### config.mk
export PLATFORM = sky130hd
export DESIGN_NAME = mem_stage
export DESIGN_NICKNAME = d
export VERILOG_FILES = /design/src/rtl/mem_stage.sv
export SDC_FILE = /design/constraint.sdc
export NUM_CORES = 1
export LEC_CHECK = 0
export CAP_MARGIN = 20
export CORE_ASPECT_RATIO = 1.25
export CORE_MARGIN = 2
export CORE_UTILIZATION = 45
export DETAILED_ROUTE_END_ITERATION = 8
export DONT_BUFFER_PORTS = 1
export PLACE_DENSITY = 0.58
export REMOVE_ABC_BUFFERS = 1
export SYNTH_ARGS = -nofsm -noshare
export SYNTH_HDL_FRONTEND = slang
export SYNTH_SLANG_ARGS = --single-unit
### constraint.sdc
create_clock -name clk -period 3.16 [get_ports clk]
set_clock_uncertainty 0.15 [all_clocks]
set_input_delay 0.632 -clock clk [delete_from_list [all_inputs] [get_ports clk]]
set_output_delay 0.632 -clock clk [all_outputs]
set_load 0.03 [all_outputs]
### src/rtl/mem_stage.sv
// Memory-access stage of the 5-stage MIPS pipeline.
// Turns the M-stage load/store into one word transaction on a valid/ready
// data bus. It holds the pipeline with stall_m while the access is in flight
// and registers load data into rd_dmw for W-stage writeback. Misaligned
// accesses and dead slaves are reported as one-cycle error pulses, so the
// core never hangs.
module mem_stage #(
    parameter int unsigned TIMEOUT  = 256,
    parameter logic [31:0] ERR_DATA = 32'h0000_0000
) (
    input  logic        clk,
    input  logic        rst,
    input  logic        mem_req_m,
    input  logic        we_dmm,
    input  logic [31:0] alu_outm,
    input  logic [31:0] wd_dmm,
    output logic        stall_m,
    output logic [31:0] rd_dmw,
    output logic        addr_err,
    output logic        bus_err,
    output logic        bus_valid,
    output logic        bus_we,
    output logic [31:0] bus_addr,
    output logic [31:0] bus_wdata,
    input  logic        bus_ready,
    input  logic        bus_rvalid,
    input  logic [31:0] bus_rdata
);

    // The counter only has to reach TIMEOUT-1. One spare bit keeps the
    // compare simple when TIMEOUT is an exact power of two.
    localparam int unsigned CW = $clog2(TIMEOUT) + 1;
    localparam logic [CW-1:0] CNT_LAST = CW'(TIMEOUT - 1);

    typedef enum logic [1:0] {
        IDLE,
        REQ,
        WAIT_RSP
    } state_t;

    state_t        state_q, state_d;
    logic [CW-1:0] timeoutCnt_q, timeoutCnt_d;
    logic          busValid_q, busValid_d;
    logic          busWe_q, busWe_d;
    logic [31:0]   busAddr_q, busAddr_d;
    logic [31:0]   busWdata_q, busWdata_d;
    logic [31:0]   rdData_q, rdData_d;
    logic          addrErr_q, addrErr_d;
    logic          busErr_q, busErr_d;

    logic          accepted;
    logic          timeoutHit;
    logic          completion;
    logic          misalignedIdle;

    assign accepted   = busValid_q && bus_ready;
    assign timeoutHit = (timeoutCnt_q == CNT_LAST);

    // Next-state logic: request launch, acceptance, response capture and abort on timeout.
    always_comb begin
        state_d        = state_q;
        timeoutCnt_d   = timeoutCnt_q;
        busValid_d     = busValid_q;
        busWe_d        = busWe_q;
        busAddr_d      = busAddr_q;
        busWdata_d     = busWdata_q;
        rdData_d       = rdData_q;
        addrErr_d      = 1'b0;
        busErr_d       = 1'b0;
        completion     = 1'b0;
        misalignedIdle = 1'b0;

        case (state_q)
            IDLE: begin
                if (mem_req_m) begin
                    if (alu_outm[1:0] != 2'b00) begin
                        misalignedIdle = 1'b1;
                        addrErr_d      = 1'b1;
                        if (!we_dmm) begin
                            rdData_d = ERR_DATA;
                        end
                    end else begin
                        busAddr_d    = {alu_outm[31:2], 2'b00};
                        busWdata_d   = wd_dmm;
                        busWe_d      = we_dmm;
                        busValid_d   = 1'b1;
                        timeoutCnt_d = '0;
                        state_d      = REQ;
                    end
                end
            end

            REQ: begin
                timeoutCnt_d = timeoutCnt_q + 1'b1;
                if (accepted && busWe_q) begin
                    completion = 1'b1;
                    busValid_d = 1'b0;
                    state_d    = IDLE;
                end else if (timeoutHit) begin
                    // An accepted load still needs its response, so the
                    // access has not completed and the abort goes ahead.
                    completion = 1'b1;
                    busValid_d = 1'b0;
                    busErr_d   = 1'b1;
                    if (!busWe_q) begin
                        rdData_d = ERR_DATA;
                    end
                    state_d = IDLE;
                end else if (accepted) begin
                    busValid_d = 1'b0;
                    state_d    = WAIT_RSP;
                end
            end

            WAIT_RSP: begin
                timeoutCnt_d = timeoutCnt_q + 1'b1;
                if (bus_rvalid) begin
                    completion = 1'b1;
                    rdData_d   = bus_rdata;
                    state_d    = IDLE;
                end else if (timeoutHit) begin
                    completion = 1'b1;
                    busErr_d   = 1'b1;
                    rdData_d   = ERR_DATA;
                    state_d    = IDLE;
                end
            end

            default: begin
                busValid_d = 1'b0;
                state_d    = IDLE;
            end
        endcase
    end

    // State and output registers. A reset drops any outstanding access.
    always_ff @(posedge clk) begin
        if (rst) begin
            state_q      <= IDLE;
            timeoutCnt_q <= '0;
            busValid_q   <= 1'b0;
            busWe_q      <= 1'b0;
            busAddr_q    <= '0;
            busWdata_q   <= '0;
            rdData_q     <= '0;
            addrErr_q    <= 1'b0;
            busErr_q     <= 1'b0;
        end else begin
            state_q      <= state_d;
            timeoutCnt_q <= timeoutCnt_d;
            busValid_q   <= busValid_d;
            busWe_q      <= busWe_d;
            busAddr_q    <= busAddr_d;
            busWdata_q   <= busWdata_d;
            rdData_q     <= rdData_d;
            addrErr_q    <= addrErr_d;
            busErr_q     <= busErr_d;
        end
    end

    assign stall_m   = mem_req_m && !completion && !misalignedIdle;
    assign rd_dmw    = rdData_q;
    assign addr_err  = addrErr_q;
    assign bus_err   = busErr_q;
    assign bus_valid = busValid_q;
    assign bus_we    = busWe_q;
    assign bus_addr  = busAddr_q;
    assign bus_wdata = busWdata_q;

endmodule
==> out/metrics.yaml <==
outcome:
  status: "completed"
placement:
  hpwlAfterDp_mm: 6.80
  gp_routability_congestion: 0.751
  buffer_ports.inserted: 0
grt:
  global_route.usage.total: 0.173
  initial_antenna_violation_count: 0
  first_pass_grt_wire_length_mm: 15.0
  maximum_number_of_pins_on_one_net_before_global_route_repair: 116
  global_route.overflow_total: 0
  grt_pass1_vias: 2985
worst_setup_path:
  path_cells: "ha_1 > nand3_1 > or3_1 > nor2_2 > ha_2 > a21oi_1 > o21ai_0 > a211oi_1 > buf_4"
  reg2reg_to: "rd_dmw[2]"
  worstSetupEndpointType: "output pin"
  cp_max_fo: 5
  worstPathArrival_ns: 2.17
  path_class: "reg2out"
  timing.reg2reg.worst_path_depth: 10
  worstReg2RegStart: "timeoutCnt_q[0]"
  timing.reg2reg.setup_slack_ns: 0.40
  slowest_cp_cell: "sky130_fd_sc_hd__or3_1"
  stage_delay_of_the_slowest_cell_on_the_critical_path_ns: 0.38
  category_of_the_worst_setup_path_launch_point: "flip-flop"
  critPathLaunch: "timeoutCnt_q[0]"
  required_ns: 2.38
  critPathCapture: "stall_m"
pwr:
  power-per-cell-area_nw_per_um2: 616
  max-vdd-ir-drop_mv: 0.266
  power_frac_clock: 0.383
  total_switching_power_uw: 775
  power_frac_comb: 0.099
  switching_share: 0.264
  total_power_uw: 2930
  leakagePower_uw: 0.00172
  internal-power_uw: 2160
  share_seq_of_total_power: 0.518
cells_and_area:
  nets: 611
  final_layout_size_suffix_gt1_frac: 0.0690
  area_growth_syn_to_layout_pct: 7.03
  fill_cells: 919
  antenna_cells: 0
  seq_area_sq_um: 2180
  multi_input_logic_area_sq_um: 2040
clock_network:
  clkLatencyLatePin_ns: 0.34
  htreeDepth: 3
  ctsRootBufferMaster: "sky130_fd_sc_hd__clkbuf_16"
  tritoncts_num_sinks: 109
  cts_inserted_buffers: 9
  clock_tree_from_tritoncts: "built"
  cts.path.max_buffers: 2
  cts_setup_buffers: 0
  hold_buffers: 0
  clock_slew_at_reported_path_ffs_ns: 0.07
  cts.repair.resized: 0
drt:
  totalWireLength_mm: 9.89
  vias_per_cell: 5.27
  remaining_drc_errors: 0
  dr_total_vias: 3333
  routedWlPerCell_um: 15.6
  drt-initial-drc-count: 162
  drt_pre_antenna_iters: 4
  ant_nets: 0
yosys:
  post-synth-top-area-cell: "sky130_fd_sc_hd__dfxtp_1"
  netlist_instances: 518
  mappedNetlistArea_sq_um: 4450
  netlist.area_leader.share: 0.490
  yosys_warnings: 0
  synth_commonest_cells: "sky130_fd_sc_hd__nand2_1, sky130_fd_sc_hd__dfxtp_1, sky130_fd_sc_hd__a21oi_1"
  synth.yosys.seq_area_share: 0.490
  synth_ff_type: "sky130_fd_sc_hd__dfxtp_1"
  ys_types: 39
  synth.area.top_cells: "sky130_fd_sc_hd__dfxtp_1, sky130_fd_sc_hd__nand2_1, sky130_fd_sc_hd__a21oi_1"
  synth_enable_flop_cells: 0
  synth-async-reset-ratio: 0
  synth.avg_cell_area_sq_um: 8.59
  synth.most_common_cell: "sky130_fd_sc_hd__nand2_1"
  ys_ff_latch: 109
die:
  num_rows: 40
  fp.coreArea_sq_um: 9610
  design.die.area_sq_um: 10700
  die_height_um: 115
  starting_density_of_the_core: 0.463
  ioPinCount: 203
  die_w_um: 92.9
timing:
  hold_slack_ns: 0.222
  min_period_over_period: 0.933
  finalSetupTns_ns: 0
  finalHoldViolations: 0
  report.final.slew_viol_count: 0
  setup_viol: 0
  timing.final.crit_period_ns: 2.95
  unrepaired_setup_endpoints_after_global_routing: "no"
  tightest_slew_ns: 0.636
  relSlewSlack: 0.576
  clock.fmax_mhz: 339
min_path:
  startpoint_of_the_worst_hold_path: "rst"
  worstHoldPathType: "in2reg"
job:
  maxCapViolCount: 0
-- worst max-delay path, delay by kind of cell (launching register included) --
family | cells | cell delay [ns]
compound gates | 3 | 0.22
flops | 1 | 0.36
fa+ha+maj | 2 | 0.41
buf+inv | 1 | 0.19
simple gates | 3 | 0.65
-- power groups by stage --
stage / Clock, uW / Sequential, uW / Combinational [uW]
6_report: 1120 / 1520 / 291
4_1_cts: 1160 / 1520 / 294
2_1_floorplan: 0 / 1540 / 239
3_5_place_dp: 0 / 1550 / 293
5_1_grt: 1220 / 1520 / 322
3_3_place_gp: 0 / 1550 / 289
-- layout by cell type (no fill, tap or decap), types with 3 or more instances in the layout --
master                      Yosys  final
sky130_fd_sc_hd__ha_1           7      6
sky130_fd_sc_hd__or3_1          3      3
sky130_fd_sc_hd__nand3_1        4      4
sky130_fd_sc_hd__mux2i_1       33     33
sky130_fd_sc_hd__clkbuf_16      0      9
sky130_fd_sc_hd__a211oi_1       3      3
sky130_fd_sc_hd__inv_1         10     10
sky130_fd_sc_hd__nand2b_1      35     35
sky130_fd_sc_hd__buf_4          2      6
sky130_fd_sc_hd__dfxtp_1      109    109
sky130_fd_sc_hd__nand2_1      164    163
sky130_fd_sc_hd__or4_1          5      5
sky130_fd_sc_hd__a21oi_1       75     75
sky130_fd_sc_hd__o31ai_1        3      3
sky130_fd_sc_hd__nor2_1         5      3
sky130_fd_sc_hd__o21ai_0        4      4
-- cell type report --
class,instances,share of cell area
clock buffers,10,0.0481
clock inverters,6,0.0150
inverters,10,0.00788
multi-input cells,366,0.428
flip-flops and latches,109,0.458
well taps,126,0.0331
repair buffers,6,0.00946
-- sequential cells by signal (all words and copies together), names as in the netlist --
name          cells
addr_err          1
bus_addr         30
bus_err           1
bus_valid         1
bus_wdata        32
bus_we            1
rd_dmw           32
state_q           2
timeoutCnt_q      9
-- worst min-delay path by stage --
stage          slack, ns               to  cells after the start
3_5_place_dp        0.30  timeoutCnt_q[8]                      2
6_report            0.22     bus_addr[30]                      1
5_1_grt             0.20     bus_addr[27]                      1
3_3_place_gp        0.28  timeoutCnt_q[8]                      2
4_1_cts             0.20     bus_addr[28]                      1
2_1_floorplan       0.28  timeoutCnt_q[8]                      2
-- logic make-up (layout without fill, tap and decap cells) --
logic type	Yosys count	in the layout	synth area share
muxes	34	34	0.0768
DFF	109	109	0.490
other	1	2	0.000843
AOI/OAI and AO/OA	93	93	0.119
adders and majority gates	7	7	0.0197
buffers and inverters	44	32	0.0543
and+or+nand+nor	230	230	0.239
-- layer usage --
layer  up-vias  track usage  share of wire
li1       1669            -              -
met1      1490        0.209           0.40
met2       162        0.273           0.46
met3        12       0.0806           0.12
met4         0       0.0608          0.014
met5         -            0              0
-- through the flow --
| step | utilization | area, sq um | worst slack [ns] | cells |
|---|---|---|---|---|
| 6_report | 0.496 | 4760 | 0.211 | 633 |
| 5_1_grt | 0.496 | 4760 | 0.0275 | 633 |
| 4_1_cts | 0.495 | 4760 | 0.154 | 633 |
| 3_5_place_dp | 0.464 | 4460 | 0.361 | 617 |
| 3_3_place_gp | 0.464 | 4460 | 0.490 | 617 |
| 2_1_floorplan | - | 4250 | 0.398 | 485 |
Power figures use the tool's default switching activity.
